**src/rtl/rv_ctrl_hazard_pipe.sv**
```systemverilog
// Control path of the 5-stage RV32I pipeline: decode, E/M/W control registers,
// and the hazard unit (load-use stall, branch/jump flush, E-stage forwarding).
module rv_ctrl_hazard_pipe #(
  parameter int unsigned ALUCTRL_W   = 4,
  parameter bit          FULL_BRANCH = 1'b1
) (
  input  logic                 clk,
  input  logic                 reset,
  input  logic [31:0]          InstrD,
  input  logic                 ZeroE,
  input  logic                 NegE,
  input  logic                 CarryE,
  input  logic                 OvfE,
  output logic [1:0]           ImmSrcD,
  output logic                 ALUSrcE,
  output logic [ALUCTRL_W-1:0] ALUControlE,
  output logic                 PCSrcE,
  output logic [1:0]           ForwardAE,
  output logic [1:0]           ForwardBE,
  output logic                 StallF,
  output logic                 StallD,
  output logic                 FlushD,
  output logic                 FlushE,
  output logic                 MemWriteM,
  output logic                 RegWriteM,
  output logic                 RegWriteW,
  output logic [1:0]           ResultSrcW,
  output logic [4:0]           RdM,
  output logic [4:0]           RdW
);

  typedef enum logic [6:0] {
    OpLoad  = 7'b0000011,
    OpStore = 7'b0100011,
    OpReg   = 7'b0110011,
    OpImm   = 7'b0010011,
    OpBr    = 7'b1100011,
    OpJal   = 7'b1101111
  } opcodeT;

  typedef enum logic [3:0] {
    AluAdd  = 4'd0, AluSub = 4'd1, AluAnd = 4'd2, AluOr  = 4'd3, AluXor  = 4'd4,
    AluSlt  = 4'd5, AluSll = 4'd6, AluSrl = 4'd7, AluSra = 4'd8, AluSltu = 4'd9
  } aluOpT;

  logic [2:0] funct3D;
  logic       f7b5D;
  logic [4:0] rs1D, rs2D, rdD;
  logic       unusedInstr;

  assign funct3D     = InstrD[14:12];
  assign f7b5D       = InstrD[30];
  assign rs1D        = InstrD[19:15];
  assign rs2D        = InstrD[24:20];
  assign rdD         = InstrD[11:7];
  assign unusedInstr = ^{InstrD[31], InstrD[29:25]};

  logic                 regWriteD, memWriteD, jumpD, branchD, aluSrcD, aluArithD;
  logic [1:0]           resultSrcD;
  aluOpT                aluOpD;
  logic [3:0]           aluCodeD;
  logic [ALUCTRL_W-1:0] aluControlD;

  always_comb begin
    regWriteD  = 1'b0;
    memWriteD  = 1'b0;
    jumpD      = 1'b0;
    branchD    = 1'b0;
    aluSrcD    = 1'b0;
    aluArithD  = 1'b0;
    resultSrcD = 2'b00;
    ImmSrcD    = 2'b00;
    aluOpD     = AluAdd;
    case (InstrD[6:0])
      OpLoad:  begin regWriteD = 1'b1; resultSrcD = 2'b01; aluSrcD = 1'b1; end
      OpStore: begin memWriteD = 1'b1; aluSrcD = 1'b1; ImmSrcD = 2'b01; end
      OpReg:   begin regWriteD = 1'b1; aluArithD = 1'b1; end
      OpImm:   begin regWriteD = 1'b1; aluArithD = 1'b1; aluSrcD = 1'b1; end
      OpBr:    begin branchD = 1'b1; ImmSrcD = 2'b10; aluOpD = AluSub; end
      OpJal:   begin regWriteD = 1'b1; jumpD = 1'b1; ImmSrcD = 2'b11; resultSrcD = 2'b10; end
      default: ;
    endcase
    if (aluArithD) begin
      // funct7[5] on an I-type only matters for srai; addi with it set is still add
      case (funct3D)
        3'b000:  aluOpD = (InstrD[6:0] == OpReg && f7b5D) ? AluSub : AluAdd;
        3'b001:  aluOpD = AluSll;
        3'b010:  aluOpD = AluSlt;
        3'b011:  aluOpD = AluSltu;
        3'b100:  aluOpD = AluXor;
        3'b101:  aluOpD = f7b5D ? AluSra : AluSrl;
        3'b110:  aluOpD = AluOr;
        default: aluOpD = AluAnd;
      endcase
    end
  end

  // The reduced ALU has no shifter or unsigned compare; those ops fall back to add.
  always_comb begin
    aluCodeD = aluOpD;
    if (ALUCTRL_W < 4 && aluOpD > AluSlt) aluCodeD = '0;
  end
  assign aluControlD = aluCodeD[ALUCTRL_W-1:0];

  logic       regWriteE, memWriteE, jumpE, branchE;
  logic [1:0] resultSrcE, resultSrcM;
  logic [2:0] funct3E;
  logic [4:0] rs1E, rs2E, rdE;
  logic       lwStall, branchCond;

  always_ff @(posedge clk or negedge reset) begin
    if (!reset) begin
      regWriteE   <= 1'b0;
      resultSrcE  <= 2'b00;
      memWriteE   <= 1'b0;
      jumpE       <= 1'b0;
      branchE     <= 1'b0;
      funct3E     <= '0;
      ALUControlE <= '0;
      ALUSrcE     <= 1'b0;
      rs1E        <= '0;
      rs2E        <= '0;
      rdE         <= '0;
    end else if (FlushE) begin
      regWriteE   <= 1'b0;
      resultSrcE  <= 2'b00;
      memWriteE   <= 1'b0;
      jumpE       <= 1'b0;
      branchE     <= 1'b0;
      funct3E     <= '0;
      ALUControlE <= '0;
      ALUSrcE     <= 1'b0;
      rs1E        <= '0;
      rs2E        <= '0;
      rdE         <= '0;
    end else begin
      regWriteE   <= regWriteD;
      resultSrcE  <= resultSrcD;
      memWriteE   <= memWriteD;
      jumpE       <= jumpD;
      branchE     <= branchD;
      funct3E     <= funct3D;
      ALUControlE <= aluControlD;
      ALUSrcE     <= aluSrcD;
      rs1E        <= rs1D;
      rs2E        <= rs2D;
      rdE         <= rdD;
    end
  end

  always_ff @(posedge clk or negedge reset) begin
    if (!reset) begin
      RegWriteM  <= 1'b0;
      resultSrcM <= 2'b00;
      MemWriteM  <= 1'b0;
      RdM        <= '0;
      RegWriteW  <= 1'b0;
      ResultSrcW <= 2'b00;
      RdW        <= '0;
    end else begin
      RegWriteM  <= regWriteE;
      resultSrcM <= resultSrcE;
      MemWriteM  <= memWriteE;
      RdM        <= rdE;
      RegWriteW  <= RegWriteM;
      ResultSrcW <= resultSrcM;
      RdW        <= RdM;
    end
  end

  // Flags come from rs1 - rs2; CarryE high means no borrow (rs1 >= rs2 unsigned).
  always_comb begin
    case (funct3E)
      3'b000:  branchCond = ZeroE;
      3'b001:  branchCond = !ZeroE;
      3'b100:  branchCond = NegE ^ OvfE;
      3'b101:  branchCond = !(NegE ^ OvfE);
      3'b110:  branchCond = !CarryE;
      3'b111:  branchCond = CarryE;
      default: branchCond = 1'b0;
    endcase
    if (!FULL_BRANCH && funct3E != 3'b000) branchCond = 1'b0;
  end

  assign PCSrcE  = jumpE | (branchE & branchCond);
  assign lwStall = (resultSrcE == 2'b01) && (rdE != '0) && ((rs1D == rdE) || (rs2D == rdE));
  assign StallF  = lwStall;
  assign StallD  = lwStall;
  assign FlushD  = PCSrcE;
  assign FlushE  = lwStall | PCSrcE;

  always_comb begin
    ForwardAE = 2'b00;
    ForwardBE = 2'b00;
    if (RegWriteM && RdM != '0 && RdM == rs1E)      ForwardAE = 2'b10;
    else if (RegWriteW && RdW != '0 && RdW == rs1E) ForwardAE = 2'b01;
    if (RegWriteM && RdM != '0 && RdM == rs2E)      ForwardBE = 2'b10;
    else if (RegWriteW && RdW != '0 && RdW == rs2E) ForwardBE = 2'b01;
  end

endmodule

```
**config.mk**
```make
export PLATFORM = sky130hd
export DESIGN_NAME = rv_ctrl_hazard_pipe
export DESIGN_NICKNAME = d
export VERILOG_FILES = /design/src/rtl/rv_ctrl_hazard_pipe.sv
export SDC_FILE = /design/constraint.sdc
export NUM_CORES = 1
export LEC_CHECK = 0
export ABC_AREA = 1
export ABC_CLOCK_PERIOD_IN_PS = 2400
export CAP_MARGIN = 5
export CORE_ASPECT_RATIO = 1.2
export CORE_UTILIZATION = 50
export DETAILED_ROUTE_END_ITERATION = 16
export PLACE_DENSITY = 0.88
export SETUP_SLACK_MARGIN = 0.15
export SLEW_MARGIN = 10
export SYNTH_ARGS = -nofsm -noshare
export SYNTH_HDL_FRONTEND = slang
export SYNTH_SLANG_ARGS = --single-unit
```
**constraint.sdc**
```tcl
create_clock -name clk -period 2.4 [get_ports clk]
set_input_delay 0.6 -clock clk [delete_from_list [all_inputs] [get_ports clk]]
set_output_delay 0.6 -clock clk [all_outputs]
set_load 0.01 [all_outputs]
```
==> flow_summary.yaml, run 1 <==
status:
  status: "finished clean"
logic_synthesis:
  syn_area_per_cell_sq_um: 8.784
  yosysSeqAreaShare_pct: 52.11
  ys_top_cells_by_area: "dfrtp_1, nand2_1, nor2_1"
  synthArstFlopShare_pct: 100.0
  synthCells: 246
  syn_nets: 284
  syn-cell-area_sq_um: 2161
  yosys_most_used_dff: "dfrtp_1"
  ys_types: 22
  synth_edf_count: 0
  yosys_warnings: 0
  yosys_register_bits: 45
  synth_top_cell_by_area: "dfrtp_1"
  synth_top_area_share_pct: 52.11
power:
  power_uw: 1748
  ir_worst_vdd_v: 0.0003048
  power_density_nw_per_um2: 546.7
  power_leakage_uw: 0.001681
worst_setup_path:
  slowest_stage: "clkdlybuf4s50_1"
  critPathKind: "in2reg"
  crit_chain: "clkdlybuf4s50_1, nand4_1, buf_4, buf_4, buf_4, buf_4, buf_4, buf_4, buf_4, and3_1, nor2_1"
  end_kind: "flip-flop"
  max_stage_delay_ns: 0.49
  critPathArrivalTime_ns: 2.48
  required_ns: 2.63
  crit_top_cell: "buf_4"
  start_kind: "primary input"
  cp_max_fo: 3
timing:
  worstMarginPinSlew_ns: 0.8971
  finalWorstSetupSlack_ns: 0.1515
  max_freq_mhz: 444.7
  rsz0062_at_grt: "yes"
  finalCritPeriodShare_pct: 93.69
  fin_skew_ns: 0.01214
  slew_headroom_pct: 40.19
  period_minus_slack_ns: 2.248
  drv_slew: 0
  tns_ns: 0
  hold_viol: 0
  setup_viol: 0
clocking:
  clk_pin_slew_ns: 0.08
  cts_tree: "done"
  cts.sinks: 45
  hold_buffers: 0
  clk_latency_ns: 0.31
  htree_levels: 2
  cts_buffers: 5
  clk_path_buf_depth: 2
  cts_root_buffer: "clkbuf_8"
global_routing:
  grt_max_degree: 43
  grt_pass1_wl_microns: 8459
  antenna_found_initial: 0
  groute.usage.overall_pct: 25.96
  grt_pass1_vias: 1969
  overflow: 0
routing:
  vias: 1973
  routedWlPerCell_microns: 14.71
  ant_nets: 0
  drtIter0Drc: 108
  routed_wl_microns: 5766
  drc: 0
  avgViaCountPerCell: 5.033
  dr.pass1.iters: 4
die:
  core-area_sq_um: 4035
  rows: 25
  io_pins: 69
  die_h_microns: 74.02
  die_w_microns: 62.01
  die_area_sq_um: 4590
  initial_core_util_pct: 53.55
placed_design:
  io_buffers: 62
  dp_slack_ns: -0.4827
  gp_congestion: 0.8687
  hpwl_microns: 3538
  placed_area_sq_um: 2920
layout:
  antennaDiodeCount: 0
  drive_above_1_share_pct: 27.81
  syn_to_final_growth_pct: 48.00
  final_area_sq_um: 3198
  nets: 375
  utilization_pct: 79.26
hold_path:
  hp-class: "reg2reg"
run:
  cap_viol_max_count: 0
==> where the power goes <==
| group | internal [uW] | total (uW) | switching [uW] | leakage [uW] |
|---|---|---|---|---|
| clock network | 413 | 675 | 261 | 0.0000681 |
| registers | 787 | 822 | 35.7 | 0.000561 |
| logic | 127 | 251 | 125 | 0.00105 |
==> cell usage after synthesis, types with 2 or more instances <==
library cell / count
a21oi_1: 4
buf_4: 2
inv_2: 3
nor2_4: 10
nand2_1: 47
xnor2_1: 14
dfrtp_1: 45
nor2_1: 40
xor2_1: 8
nand3_1: 10
nor3_1: 5
inv_1: 38
o21ai_0: 5
nand4_1: 7
==> cell type report <==
cell class / instances / area, sq um
Clock buffer: 5 / 68.82
Inverter: 41 / 153.9
Clock inverter: 3 / 65.06
Multi-Input combinational cell: 155 / 940.9
Timing Repair Buffer: 89 / 772.0
Tap cell: 54 / 67.56
Sequential cell: 45 / 1130
Fill cell: 247 / 837.1
==> routing by layer <==
| layer | up-vias | wire length [microns] | global-route usage [%] |
|---|---|---|---|
| li1 | 926 | - | - |
| met1 | 946 | 2010 | 25.26 |
| met2 | 81 | 3299 | 47.04 |
| met3 | 20 | 237 | 6.783 |
| met4 | 0 | 218 | 16.05 |
| met5 | - | 0 | 0 |
==> worst max-delay path, delay by kind of cell <==
kind          cells  cell delay, ns
buf+inv           8            1.43
simple gates      3            0.45
==> cells by family after synthesis <==
family	count (synthesis)	share of synthesized area (%)
xor+xnor	22	8.917
buf+inv	46	9.496
compound gates	11	2.779
flops	45	52.11
simple gates	122	26.69
==> worst paths after layout <==
check | from | endpoint | slack [ns] | cells after the start
hold / removal | resultSrcM[0] | ResultSrcW[0] | 0.35 | 0
setup reg to reg | rdE[4] | ALUControlE[0] | 0.50 | 10
max in group asynchronous | reset | ALUControlE[3] | 1.36 | 2
min in group asynchronous | reset | funct3E[1] | 0.41 | 1
setup / recovery | InstrD[3] | regWriteE | 0.15 | 11
hold reg to reg | resultSrcM[0] | ResultSrcW[0] | 0.35 | 0
==> cell usage in the layout (no fill, tap or decap), types with 2 or more instances in the layout <==
cell	Yosys	layout
dfrtp_1	45	42
nand2_1	47	40
inv_1	38	32
nor2_1	40	32
clkdlybuf4s50_1	0	30
buf_4	2	26
dlygate4sd2_1	0	14
nor2_4	10	13
xnor2_1	14	13
inv_2	3	9
nand3_1	10	8
xor2_1	8	8
nand4_1	7	7
nand2_2	1	6
nor2_2	1	6
buf_2	1	6
clkbuf_8	0	5
a21oi_1	4	4
nor3_2	0	4
dlymetal6s2s_1	0	4
clkbuf_2	0	4
dfrtp_2	0	3
o21ai_0	5	3
buf_6	1	3
nand2_4	0	2
bufinv_16	0	2
clkdlybuf4s15_1	0	2
==> state kept, by name, summed over array words and instances, names as in the netlist, 2 cells and up <==
| register | cells |
|---|---|
| rdE | 5 |
| ALUControlE | 4 |
| ResultSrcW | 2 |
| rs1E | 5 |
| resultSrcM | 2 |
| RdM | 5 |
| RdW | 5 |
| rs2E | 5 |
| funct3E | 3 |
==> metrics by stage <==
stage,hold slack [ns],cells
5_1_grt,0.3594,392
3_3_place_gp,0.3338,374
3_5_place_dp,0.3363,374
2_1_floorplan,0.3044,246
6_report,0.3535,392
4_1_cts,0.3538,390
==> timing repair <==
item,in CTS,in global routing
setup endpoints to repair,11,11
pin swaps,10,21
hold endpoints to repair,0,0
resized for setup,67,38
setup buffers,8,2
No activity file was read; power rests on OpenSTA's default activity.
==> run 2: changes to the inputs <==
--- a/config.mk
+++ b/config.mk
@@ -6,10 +6,11 @@
 export NUM_CORES = 1
 export LEC_CHECK = 0
 export ABC_AREA = 1
-export ABC_CLOCK_PERIOD_IN_PS = 2400
+export ABC_CLOCK_PERIOD_IN_PS = 2600
 export CAP_MARGIN = 5
 export CORE_ASPECT_RATIO = 1.2
 export CORE_UTILIZATION = 50
+export CTS_CLUSTER_DIAMETER = 40
 export DETAILED_ROUTE_END_ITERATION = 16
 export PLACE_DENSITY = 0.88
 export SETUP_SLACK_MARGIN = 0.15
==> constraint.sdc (replaced) <==
create_clock -name clk -period 2.6 [get_ports clk]
set_input_delay 0.65 -clock clk [delete_from_list [all_inputs] [get_ports clk]]
set_output_delay 0.65 -clock clk [all_outputs]
set_load 0.01 [all_outputs]
==> run 2 against run 1 <==
Effect of this change:
- global-route usage shrank 3.9 points
- final cell count is the same
- power shrank 9.6%
- sequential cell count is the same
- combinational power shrank 13%
- non-clock buffer count is the same
- first-iteration DRC count shrank 31%
- register-to-register slack gained 0.17 ns
- utilization shrank 1.4 points
- count of clock-buffer cells in the layout is the same
- critical endpoint is now ImmSrcD[0]
- largest power group unchanged
- highest routed layer unchanged
==> flow_summary.yaml, run 2 (same netlist as run 1, synthesis figures left out) <==
clocking:
  clk_path_buf_depth: 2
  clk_latency_ns: 0.29
  cts_tree: "done"
  cts_root_buffer: "clkbuf_8"
  hold_buffers: 0
  htree_levels: 2
  cts.sinks: 45
  cts_buffers: 5
  clk_pin_slew_ns: 0.08
global_routing:
  antenna_found_initial: 0
  grt_pass1_vias: 1718
  grt_pass1_wl_microns: 7314
  overflow: 0
  groute.usage.overall_pct: 22.09
  grt_max_degree: 29
worst_setup_path:
  cp_max_fo: 2
  end_kind: "output port"
  start_kind: "primary input"
  crit_top_cell: "nand2_1"
  crit_chain: "clkdlybuf4s50_1, nand2_1, inv_1, nand2_1, nor2_2, nand2_1, nand2_1, clkdlybuf4s15_2"
  path_buf_inv: 3
  r2r_slack_ns: 0.67
  required_ns: 1.95
  slowest_stage: "clkdlybuf4s50_1"
  critPathKind: "in2out"
  max_stage_delay_ns: 0.46
  critPathArrivalTime_ns: 1.78
  path_delay_family: "buffers and inverters"
power:
  power_uw: 1580
  ir_worst_vdd_v: 0.0004940
  power_leakage_uw: 0.001647
  power_density_nw_per_um2: 502.9
layout:
  syn_to_final_growth_pct: 45.40
  utilization_pct: 77.86
  layout_common_cells: "dfrtp_1, nand2_1, nor2_1, clkdlybuf4s50_1, inv_1"
  antennaDiodeCount: 0
  nets: 375
  drive_above_1_share_pct: 20.41
  final_area_sq_um: 3142
  layout.cells.non_filler: 392
routing:
  routed_wl_microns: 4924
  dr.pass1.iters: 4
  drtIter0Drc: 75
  vias: 1870
  avgViaCountPerCell: 4.770
  routedWlPerCell_microns: 12.56
  ant_nets: 0
  drc: 0
die:
  io_pins: 69
  die_h_microns: 74.02
  die_area_sq_um: 4590
  rows: 25
  initial_core_util_pct: 53.55
  die_w_microns: 62.01
  core-area_sq_um: 4035
placed_design:
  hpwl_microns: 3619
  placed_area_sq_um: 2920
  io_buffers: 62
  dp_slack_ns: -0.3573
  dp.cells: 374
  gp_congestion: 0.8672
timing:
  finalWorstSetupSlack_ns: 0.1739
  fin_skew_ns: 0.008458
  worstMarginPinSlew_ns: 0.4634
  period_minus_slack_ns: 2.426
  max_freq_mhz: 412.2
  slew_headroom_pct: 69.11
  drv_slew: 0
  finalCritPeriodShare_pct: 93.31
  hold_viol: 0
  rsz0062_at_grt: "yes"
  setup_viol: 0
status:
  status: "finished clean"
run:
  cap_viol_max_count: 0
hold_path:
  hp-class: "in2async"
-- run 2: cell count changes in the layout (fill, tap and decap cells not counted), moves of 4 or more --
cell,before,now
clkdlybuf4s50_1,30,36
nor2_1,32,38
buf_2,6,2
nand2_1,40,44
-- run 2: power by group --
part	switching (uW)	leakage (uW)	internal, uW
Combinational	102	0.00102	116
Clock	223	0.0000681	382
Sequential	31.5	0.000563	726
Total	357	0.00165	1220
-- run 2: worst paths after layout --
path	cells past startpoint	to	from
setup reg to reg	11	rs1E[2]	funct3E[0]
setup / recovery	8	ImmSrcD[0]	InstrD[1]
hold / removal	1	ALUControlE[0]	reset
max in group asynchronous	2	RdM[2]	reset
min in group clk	0	MemWriteM	memWriteE
hold reg to reg	0	MemWriteM	memWriteE
-- run 2: layout make-up --
class,instances,area [sq um]
clock buffer,5,68.82
clock inverter,3,65.06
multi-input combinational,155,855.8
timing repair buffer,89,803.3
tap,54,67.56
fill,262,893.4
inverter,41,153.9
sequential,45,1127
-- run 2: repair_timing --
item,4_1_cts,5_1_grt
buffers inserted,9,1
pin swaps,12,4
gates resized for setup,51,8
setup endpoints to repair,11,7
cloned,0,0
-- run 2: worst reg2reg max path, stage by stage (launching register included) --
cell,delay (ns)
dfrtp_1,0.42
inv_2,0.07
nand2_1,0.06
a21oi_1,0.13
nor2_1,0.06
nor2_1,0.13
nor2_2,0.07
buf_4,0.14
nand2_2,0.07
buf_4,0.11
buf_4,0.40
nor2_1,0.14
-- run 2: layer usage --
layer  GRT usage, %  routed length, microns
met5              0                       0
met4          6.914                      46
met3          4.696                     216
met2          41.25                    2828
met1          24.14                    1832
-- run 2: through the flow --
step	hold slack (ns)	TNS (ns)
finish	0.2885	0
global route	0.3253	0
CTS	0.2971	0
detailed placement	0.3436	-2.095
global placement	0.3340	-1.838
floorplan	0.3312	0
